$ cat config.mk
export PLATFORM = sky130hd
export DESIGN_NAME = board_tick_gen
export DESIGN_NICKNAME = d
export VERILOG_FILES = /design/src/rtl/board_tick_pkg.sv /design/src/rtl/tick_channel.sv /design/src/rtl/board_tick_gen.sv
export SDC_FILE = /design/constraint.sdc
export NUM_CORES = 1
export LEC_CHECK = 0
export ABC_CLOCK_PERIOD_IN_PS = 4400
export CAP_MARGIN = 10
export CORE_ASPECT_RATIO = 1.4
export CORE_MARGIN = 4
export CORE_UTILIZATION = 61
export DETAILED_ROUTE_END_ITERATION = 6
export PLACE_DENSITY_LB_ADDON = 0.05
export SLEW_MARGIN = 20
export SYNTH_ARGS = -nofsm -noshare
export SYNTH_HDL_FRONTEND = slang
export SYNTH_SLANG_ARGS = --single-unit
$ cat constraint.sdc
create_clock -name clk -period 4.4 [get_ports clk]
set_input_delay 0.66 -clock clk [delete_from_list [all_inputs] [get_ports clk]]
set_output_delay 0.66 -clock clk [all_outputs]
set_load 0.01 [all_outputs]
$ cat src/rtl/board_tick_pkg.sv
// Shared types and helpers for the board tick generator: config FSM states,
// a clog2 that never returns zero, and the per-channel event slice offset.
package board_tick_pkg;

  typedef enum logic {
    IDLE = 1'b0,
    BUSY = 1'b1
  } cfg_state_t;

  function automatic int safe_clog2(input int n);
    return (n <= 1) ? 1 : $clog2(n);
  endfunction

  function automatic int evt_lsb(input int ch, input int evt_width);
    return ch * evt_width;
  endfunction

endpackage

$ cat src/rtl/tick_channel.sv
// One programmable tick channel: period register, cycle counter, wrapping
// event counter and a registered one-cycle tick pulse.
module tick_channel #(
  parameter int          CNT_WIDTH      = 32,
  parameter int          EVT_WIDTH      = 8,
  parameter int unsigned DEFAULT_PERIOD = 50000000
) (
  input  logic                 clk,
  input  logic                 rst,
  input  logic                 enable,
  input  logic                 load,
  input  logic [CNT_WIDTH-1:0] load_value,
  output logic                 tick,
  output logic [EVT_WIDTH-1:0] evt
);

  logic [CNT_WIDTH-1:0] period;
  logic [CNT_WIDTH-1:0] cnt;

  // A load overrides a terminal count landing on the same cycle.
  always_ff @(posedge clk) begin
    if (rst) begin
      period <= CNT_WIDTH'(DEFAULT_PERIOD);
      cnt    <= '0;
      evt    <= '0;
      tick   <= 1'b0;
    end else if (load) begin
      period <= load_value;
      cnt    <= '0;
      tick   <= 1'b0;
    end else if (enable && (period != '0)) begin
      if (cnt == period - CNT_WIDTH'(1)) begin
        cnt  <= '0;
        tick <= 1'b1;
        evt  <= evt + EVT_WIDTH'(1);
      end else begin
        cnt  <= cnt + CNT_WIDTH'(1);
        tick <= 1'b0;
      end
    end else begin
      tick <= 1'b0;
    end
  end

endmodule

$ cat src/rtl/board_tick_gen.sv
// Board tick generator: 50% duty divided clock plus NUM_CH programmable tick
// channels whose periods are reloaded through a valid/ready config port.
module board_tick_gen
  import board_tick_pkg::*;
#(
  parameter int          CLK_DIV        = 2,
  parameter int          NUM_CH         = 4,
  parameter int          CNT_WIDTH      = 32,
  parameter int          EVT_WIDTH      = 8,
  parameter int unsigned DEFAULT_PERIOD = 50000000
) (
  input  logic                            clk,
  input  logic                            rst,
  input  logic                            enable,
  input  logic                            cfg_valid,
  output logic                            cfg_ready,
  input  logic [safe_clog2(NUM_CH)-1:0]   cfg_ch,
  input  logic [CNT_WIDTH-1:0]            cfg_period,
  output logic                            clk_div_o,
  output logic [NUM_CH-1:0]               tick_o,
  output logic [NUM_CH*EVT_WIDTH-1:0]     evt_o
);

  localparam int CH_W  = safe_clog2(NUM_CH);
  localparam int HALF  = CLK_DIV / 2;
  localparam int DIV_W = safe_clog2(HALF);

  if ((CLK_DIV < 2) || ((CLK_DIV % 2) != 0)) begin : g_bad_clk_div
    $error("board_tick_gen: CLK_DIV must be even and >= 2");
  end
  if ((CNT_WIDTH < 64) && ((64'(DEFAULT_PERIOD) >> CNT_WIDTH) != 64'd0)) begin : g_bad_default
    $error("board_tick_gen: DEFAULT_PERIOD does not fit CNT_WIDTH");
  end

  logic [DIV_W-1:0] div_cnt;
  logic             clk_div_q;

  always_ff @(posedge clk) begin
    if (rst) begin
      div_cnt   <= '0;
      clk_div_q <= 1'b0;
    end else if (div_cnt == DIV_W'(HALF - 1)) begin
      div_cnt   <= '0;
      clk_div_q <= ~clk_div_q;
    end else begin
      div_cnt   <= div_cnt + DIV_W'(1);
    end
  end

  assign clk_div_o = clk_div_q;

  cfg_state_t        state, state_nxt;
  logic              ready_q, ready_nxt;
  logic              accept;
  logic [NUM_CH-1:0] load_vec;

  // ready is registered, so it stays low on the first cycle after reset.
  assign accept    = cfg_valid & ready_q;
  assign cfg_ready = ready_q;

  always_ff @(posedge clk) begin
    if (rst) begin
      state   <= IDLE;
      ready_q <= 1'b0;
    end else begin
      state   <= state_nxt;
      ready_q <= ready_nxt;
    end
  end

  always_comb begin
    state_nxt = state;
    case (state)
      IDLE:    if (accept) state_nxt = BUSY;
      BUSY:    state_nxt = IDLE;
      default: state_nxt = IDLE;
    endcase
  end

  // Out-of-range channel indices complete the handshake but match no channel.
  always_comb begin
    ready_nxt = (state_nxt == IDLE);
    load_vec  = '0;
    for (int i = 0; i < NUM_CH; i++) begin
      if (accept && (cfg_ch == CH_W'(i))) load_vec[i] = 1'b1;
    end
  end

  for (genvar g = 0; g < NUM_CH; g++) begin : g_ch
    localparam int LSB = evt_lsb(g, EVT_WIDTH);
    tick_channel #(
      .CNT_WIDTH      (CNT_WIDTH),
      .EVT_WIDTH      (EVT_WIDTH),
      .DEFAULT_PERIOD (DEFAULT_PERIOD)
    ) u_ch (
      .clk        (clk),
      .rst        (rst),
      .enable     (enable),
      .load       (load_vec[g]),
      .load_value (cfg_period),
      .tick       (tick_o[g]),
      .evt        (evt_o[LSB +: EVT_WIDTH])
    );
  end

endmodule
==> impl_metrics.py, run 1 <==
metrics = {
    "outcome": {
        "status": "complete, no violations",
    },
    "hold_path": {
        "hold_end": "state",
        "hp-class": "reg -> reg",
        "min_from": "state",
        "hold_depth": 1,
    },
    "logic_synthesis": {
        "synth.avg_cell_area_sq_um": 7.86,
        "synthesis.instances": 2112,
        "seq_area_frac_synth_pct": 35.7,
        "syn_area_sq_um": 16600,
        "syn_nets": 2162,
        "synth_flop_cell": "dfxtp_1",
        "synth_common_cells": "nand2_1, dfxtp_1, nor2_1, xnor2_1, xor2_1",
        "ys_ff_latch": 296,
        "synth.most_common_cell": "nand2_1",
        "synth_top_cell_by_area": "dfxtp_1",
        "synth_top_area_share_pct": 35.7,
        "synth_edf_count": 0,
        "yosysWarnings": 0,
        "synth_cell_type_count": 87,
        "async_flop_share_pct": 0,
        "synthTopCellsByArea": "dfxtp_1, nand2_1, xnor2_1",
    },
    "floorplanning": {
        "pin_count": 76,
        "core_sq_um": 26800,
        "die_area_sq_um": 30000,
        "die_x_um": 147,
        "chipHeight_um": 203,
        "start_util_pct": 61.9,
        "rows": 71,
    },
    "sta": {
        "worst_pin_slew_ns": 1.06,
        "slew_headroom_pct": 29.0,
        "slew_viol_final": 0,
        "rsz0062_at_grt": "no",
        "min_period_over_period_pct": 83.7,
        "setup_ws_ns": 0.718,
        "period_needed_ns": 3.68,
        "timing.setup.tns_ns": 0,
        "fmax_mhz": 272,
        "finalSetupViolCount": 0,
        "finClkSkew_ns": 0.0162,
        "finalHoldViolations": 0,
        "whs_ns": 0.426,
    },
    "worst_setup_path": {
        "crit_path_max_fanout": 10,
        "path_cells": "inv_1, ha_1, or3b_2, nor4_1, nand3_1, a2111oi_0, nand4_1, nor4_4, a31o_2, a21oi_1",
        "cp-end-kind": "flip-flop",
        "cp_num_cells": 10,
        "cp_top_family": "simple AND/OR/NAND/NOR gates",
        "ff2ff_setup_slack_ns": 0.72,
        "critPathKind": "reg -> reg",
        "cpPeakStageDelay_ns": 0.57,
        "crit_required_ns": 4.83,
        "rr_startpoint": "g_ch[0].u_ch.period[0]",
        "cp.arrival_ns": 4.11,
        "start_kind": "flip-flop",
        "slowest_stage": "nor4_1",
        "crit_buf_inv": 1,
        "reg2reg_to": "g_ch[0].u_ch.evt[5]",
        "rr_worst_depth": 10,
    },
    "layout": {
        "final_util_pct": 69.0,
        "drive_gt1_share_pct": 5.34,
        "fin_area_sq_um": 18500,
        "nets": 2182,
        "fin_cells": 2519,
        "diodes": 0,
        "synthToLayoutAreaGrowth_pct": 11.5,
    },
    "job": {
        "maxCapViolCount": 0,
    },
    "place": {
        "io_buffer_count": 75,
        "place_area_sq_um": 17500,
        "placedCellCount": 2467,
        "gp_congestion": 0.943,
        "dp_hpwl_mm": 32.2,
        "post-place-ws_ns": 0.781,
    },
    "detailed_routing": {
        "drc": 0,
        "viasPerCell": 5.93,
        "num_vias": 14944,
        "wl_met3_mm": 2.20,
        "wl_met2_mm": 21.0,
        "drt-total-wl_mm": 44.3,
        "top_layer_used": "met4",
        "wire_per_inst_um": 17.6,
        "wl_met1_mm": 19.5,
        "drtIter0Drc": 1357,
        "drt_pass1_iterations": 5,
        "ant_nets": 0,
    },
    "clocking": {
        "cts-resized-gates": 0,
        "cts_sinks": 296,
        "htree_num_levels": 1,
        "cts_setup_buffers": 0,
        "cts_made_buffers": 28,
        "root_buffer": "clkbuf_16",
        "cts_buffer_depth": 3,
        "cts_tree": "yes",
        "cts_hold_buffers": 0,
        "clk_pin_slew_ns": 0.07,
        "clk_latency_ns": 0.57,
    },
    "power": {
        "finalPower_mw": 5.76,
        "worst_ir_drop_vdd_mv": 0.354,
        "power_density_nw_per_um2": 311,
        "p_leak_nw": 6.64,
    },
    "global_route": {
        "antenna_found_initial": 0,
        "grt_max_degree": 73,
        "grt-ovfl-total": 0,
        "grtUsageTotal_pct": 28.9,
        "grt_pass1_wl_mm": 72.1,
        "grt_pass1_vias": 14044,
    },
}
## sequential cells by signal, summed over array words and instances (netlist names)
register / count
cfg_ready: 1
state: 1
g_ch.u_ch.cnt: 128
g_ch.u_ch.tick: 4
clk_div_o: 1
g_ch.u_ch.period: 128
div_cnt: 1
g_ch.u_ch.evt: 32
## how the worst max path moves through the flow
stage          slack, ns              endpoint                   start
2_1_floorplan       1.23   g_ch[2].u_ch.evt[3]  g_ch[2].u_ch.period[0]
3_3_place_gp        0.84   g_ch[0].u_ch.evt[5]  g_ch[0].u_ch.period[9]
3_5_place_dp        0.78  g_ch[0].u_ch.cnt[24]                  enable
4_1_cts             0.76   g_ch[0].u_ch.evt[5]  g_ch[0].u_ch.period[0]
5_1_grt             0.46   g_ch[0].u_ch.evt[6]  g_ch[0].u_ch.period[0]
6_report            0.72   g_ch[0].u_ch.evt[5]  g_ch[0].u_ch.period[0]
## per-layer routing
layer,track usage [%],vias to the layer above
li1,-,7363
met1,39.2,7051
met2,48.4,432
met3,2.60,98
met4,10.1,0
met5,0,-
## report_power, final
part | internal, mW | switching [mW] | total [mW]
Clock | 1.50 | 1.08 | 2.58
Combinational | 0.155 | 0.240 | 0.395
Sequential | 2.72 | 0.0685 | 2.79
## cells in the final DEF (no fill, tap or decap), types with 20 or more instances in the layout
cell type        Yosys  routed
a21oi_1            123     123
a31oi_1             20      20
and3_1              48      48
clkbuf_16            0      29
clkdlybuf4s50_1      0      74
dfxtp_1            296     296
inv_1               46      46
nand2_1            348     348
nand3_1             79      79
nand3b_1            49      49
nand4_1             52      52
nor2_1             245     243
nor3_1              66      64
nor4_1              33      33
o21ai_0             36      36
or3_1               29      29
or4_1               22      22
xnor2_1            149     149
xor2_1             140     140
## final cells by class
class                      instances  area (sq um)
clock buffer                      34           785
sequential                       296          5930
clock inverter                    18           205
tap                              365           457
inverter                          46           173
timing repair buffer              92           888
multi-input combinational       1668         10100
fill                            2342          8310
## cells by family (layout without fill, tap and decap cells)
family | Yosys count | count (layout) | share of synthesized area (%)
and+or+nand+nor | 1073 | 1073 | 32.8
DFF | 296 | 296 | 35.7
xor gates and xnor gates | 289 | 289 | 15.2
AOI/OAI and AO/OA | 273 | 273 | 10.4
buffers and inverters | 148 | 190 | 3.69
muxes | 19 | 19 | 1.19
adders and majority gates | 13 | 13 | 0.964
other | 1 | 1 | 0.0226
Power figures use the tool's default switching activity.
==> run 2, diff against run 1 <==
--- a/config.mk
+++ b/config.mk
@@ -5,7 +5,7 @@
 export SDC_FILE = /design/constraint.sdc
 export NUM_CORES = 1
 export LEC_CHECK = 0
-export ABC_CLOCK_PERIOD_IN_PS = 4400
+export ABC_CLOCK_PERIOD_IN_PS = 3800
 export CAP_MARGIN = 10
 export CORE_ASPECT_RATIO = 1.4
 export CORE_MARGIN = 4
==> constraint.sdc (replaced) <==
create_clock -name clk -period 3.8 [get_ports clk]
set_input_delay 0.57 -clock clk [delete_from_list [all_inputs] [get_ports clk]]
set_output_delay 0.57 -clock clk [all_outputs]
set_load 0.01 [all_outputs]
==> run 2 against run 1 <==
Critical path type unchanged. Cell count grew 0.60%. Design area grew 0.73%. Sequential share of layout area is 0.23 points lower. Critical path depth is 3 higher. Die area unchanged. Flip-flop and latch count stayed put. Global-route usage fell by 0.080 points. Largest cell class unchanged.
==> impl_metrics.py, run 2 (same netlist as run 1, synthesis figures left out) <==
metrics = {
    "global_route": {
        "grt_pass1_wl_mm": 71.7,
        "antenna_found_initial": 0,
        "grt_pass1_vias": 14040,
        "grt-ovfl-total": 0,
        "grt_max_degree": 71,
        "grtUsageTotal_pct": 28.8,
    },
    "clocking": {
        "cts_sinks": 296,
        "htree_num_levels": 1,
        "cts_setup_buffers": 0,
        "clk_pin_slew_ns": 0.07,
        "cts_buffer_depth": 3,
        "root_buffer": "clkbuf_16",
        "cts_made_buffers": 28,
        "cts_tree": "yes",
        "clk_latency_ns": 0.56,
        "cts_hold_buffers": 0,
        "cts-resized-gates": 0,
    },
    "detailed_routing": {
        "viasPerCell": 5.92,
        "ant_nets": 0,
        "wire_per_inst_um": 17.4,
        "drt-total-wl_mm": 44.0,
        "num_vias": 15009,
        "drc": 0,
        "drtIter0Drc": 1150,
        "drt_pass1_iterations": 5,
    },
    "sta": {
        "fmax_mhz": 280,
        "period_needed_ns": 3.57,
        "slew_viol_final": 0,
        "finalHoldViolations": 0,
        "rsz0062_at_grt": "no",
        "worst_pin_slew_ns": 0.991,
        "slew_headroom_pct": 33.8,
        "finClkSkew_ns": 0.0120,
        "finalSetupViolCount": 0,
        "min_period_over_period_pct": 93.9,
        "timing.setup.tns_ns": 0,
    },
    "power": {
        "worst_ir_drop_vdd_mv": 0.343,
        "p_leak_nw": 6.72,
        "power_density_nw_per_um2": 361,
    },
    "hold_path": {
        "hp-class": "reg -> reg",
    },
    "floorplanning": {
        "start_util_pct": 61.9,
        "rows": 71,
        "pin_count": 76,
        "core_sq_um": 26800,
        "die_x_um": 147,
        "die_area_sq_um": 30000,
        "chipHeight_um": 203,
    },
    "worst_setup_path": {
        "slowest_stage": "a2111oi_0",
        "crit_required_ns": 4.24,
        "path_cells": "inv_1, ha_1, nor3b_1, nand4_1, buf_4, nor3_1, xnor2_1, a2111oi_0, nand4_1, nor3_1, or3_1, buf_4, nor2_1",
        "crit_path_max_fanout": 26,
        "cp-end-kind": "flip-flop",
        "critPathKind": "reg -> reg",
        "start_kind": "flip-flop",
        "cp.arrival_ns": 4.01,
        "cpPeakStageDelay_ns": 0.37,
    },
    "outcome": {
        "status": "complete, no violations",
    },
    "layout": {
        "nets": 2197,
        "final_common_cell": "nand2_1",
        "final_cell_mix": "nand2_1, dfxtp_1, nor2_1",
        "synthToLayoutAreaGrowth_pct": 12.3,
        "reg_top3": "g_ch.u_ch.cnt: 128 flops, g_ch.u_ch.period: 128 flops, g_ch.u_ch.evt: 32 flops",
        "fin_cells": 2534,
        "diodes": 0,
        "drive_gt1_share_pct": 5.90,
        "n_fill_cell": 2312,
    },
    "place": {
        "dp_hpwl_mm": 32.4,
        "placedCellCount": 2482,
        "gp_congestion": 0.933,
        "io_buffer_count": 75,
    },
    "job": {
        "maxCapViolCount": 0,
    },
}
run 2: final timing paths:
| kind | startpoint | endpoint | slack [ns] | cells after the start |
|---|---|---|---|---|
| worst max register to register | g_ch[0].u_ch.period[0] | g_ch[0].u_ch.cnt[8] | 0.23 | 13 |
| worst max-delay path | g_ch[0].u_ch.period[0] | g_ch[0].u_ch.cnt[8] | 0.23 | 13 |
| worst min register to register | state | state | 0.44 | 1 |
| worst min-delay path | state | state | 0.44 | 1 |
run 2: per-layer routing:
metal  share of wire (%)  GRT usage (%)  up-vias
met5                   0              0        -
li1                    -              -     7375
met1                  44           38.4     7151
met4                 3.3           9.86        0
met3                 5.3           3.18       88
met2                  48           48.8      395
run 2: where the power goes:
part	total (mW)	switching [mW]	leakage [nW]	internal, mW
logic	0.460	0.277	3.83	0.183
clock network	3.06	1.23	0.495	1.83
registers	3.23	0.0799	2.39	3.15
run 2: per-stage QoR:
step / power, mW / area (sq um) / hold slack [ns] / util (%) / setup slack [ns]
after CTS: 6.79 / 18600 / 0.433 / 69.5 / 0.203
final: 6.74 / 18700 / 0.436 / 69.5 / 0.231
after global placement: 3.74 / 17600 / 0.407 / 65.7 / 0.295
after detailed placement: 3.75 / 17600 / 0.420 / 65.7 / 0.245
after global routing: 6.95 / 18700 / 0.464 / 69.5 / 0.00321
after floorplan: 3.56 / 16600 / 0.398 / - / 0.627
run 2: final cells by class:
class	count	area, sq um	area share (%)
clock inverters	18	253	1.35
well taps	365	457	2.45
multi-input cells	1668	10100	54.1
inverters	46	173	0.926
clock buffers	34	754	4.04
repair buffers	107	1000	5.37
flip-flops and latches	296	5930	31.8
run 2: critical path, delay by kind of cell (launching register included):
| kind | cells | cell delay (ns) |
|---|---|---|
| AND/OR/NAND/NOR | 7 | 1.72 |
| buffers and inverters | 3 | 0.65 |
| AO/OA/AOI/OAI | 1 | 0.37 |
| flip-flops | 1 | 0.33 |
| adder cells (fa/ha/maj) | 1 | 0.23 |
| XOR/XNOR | 1 | 0.14 |
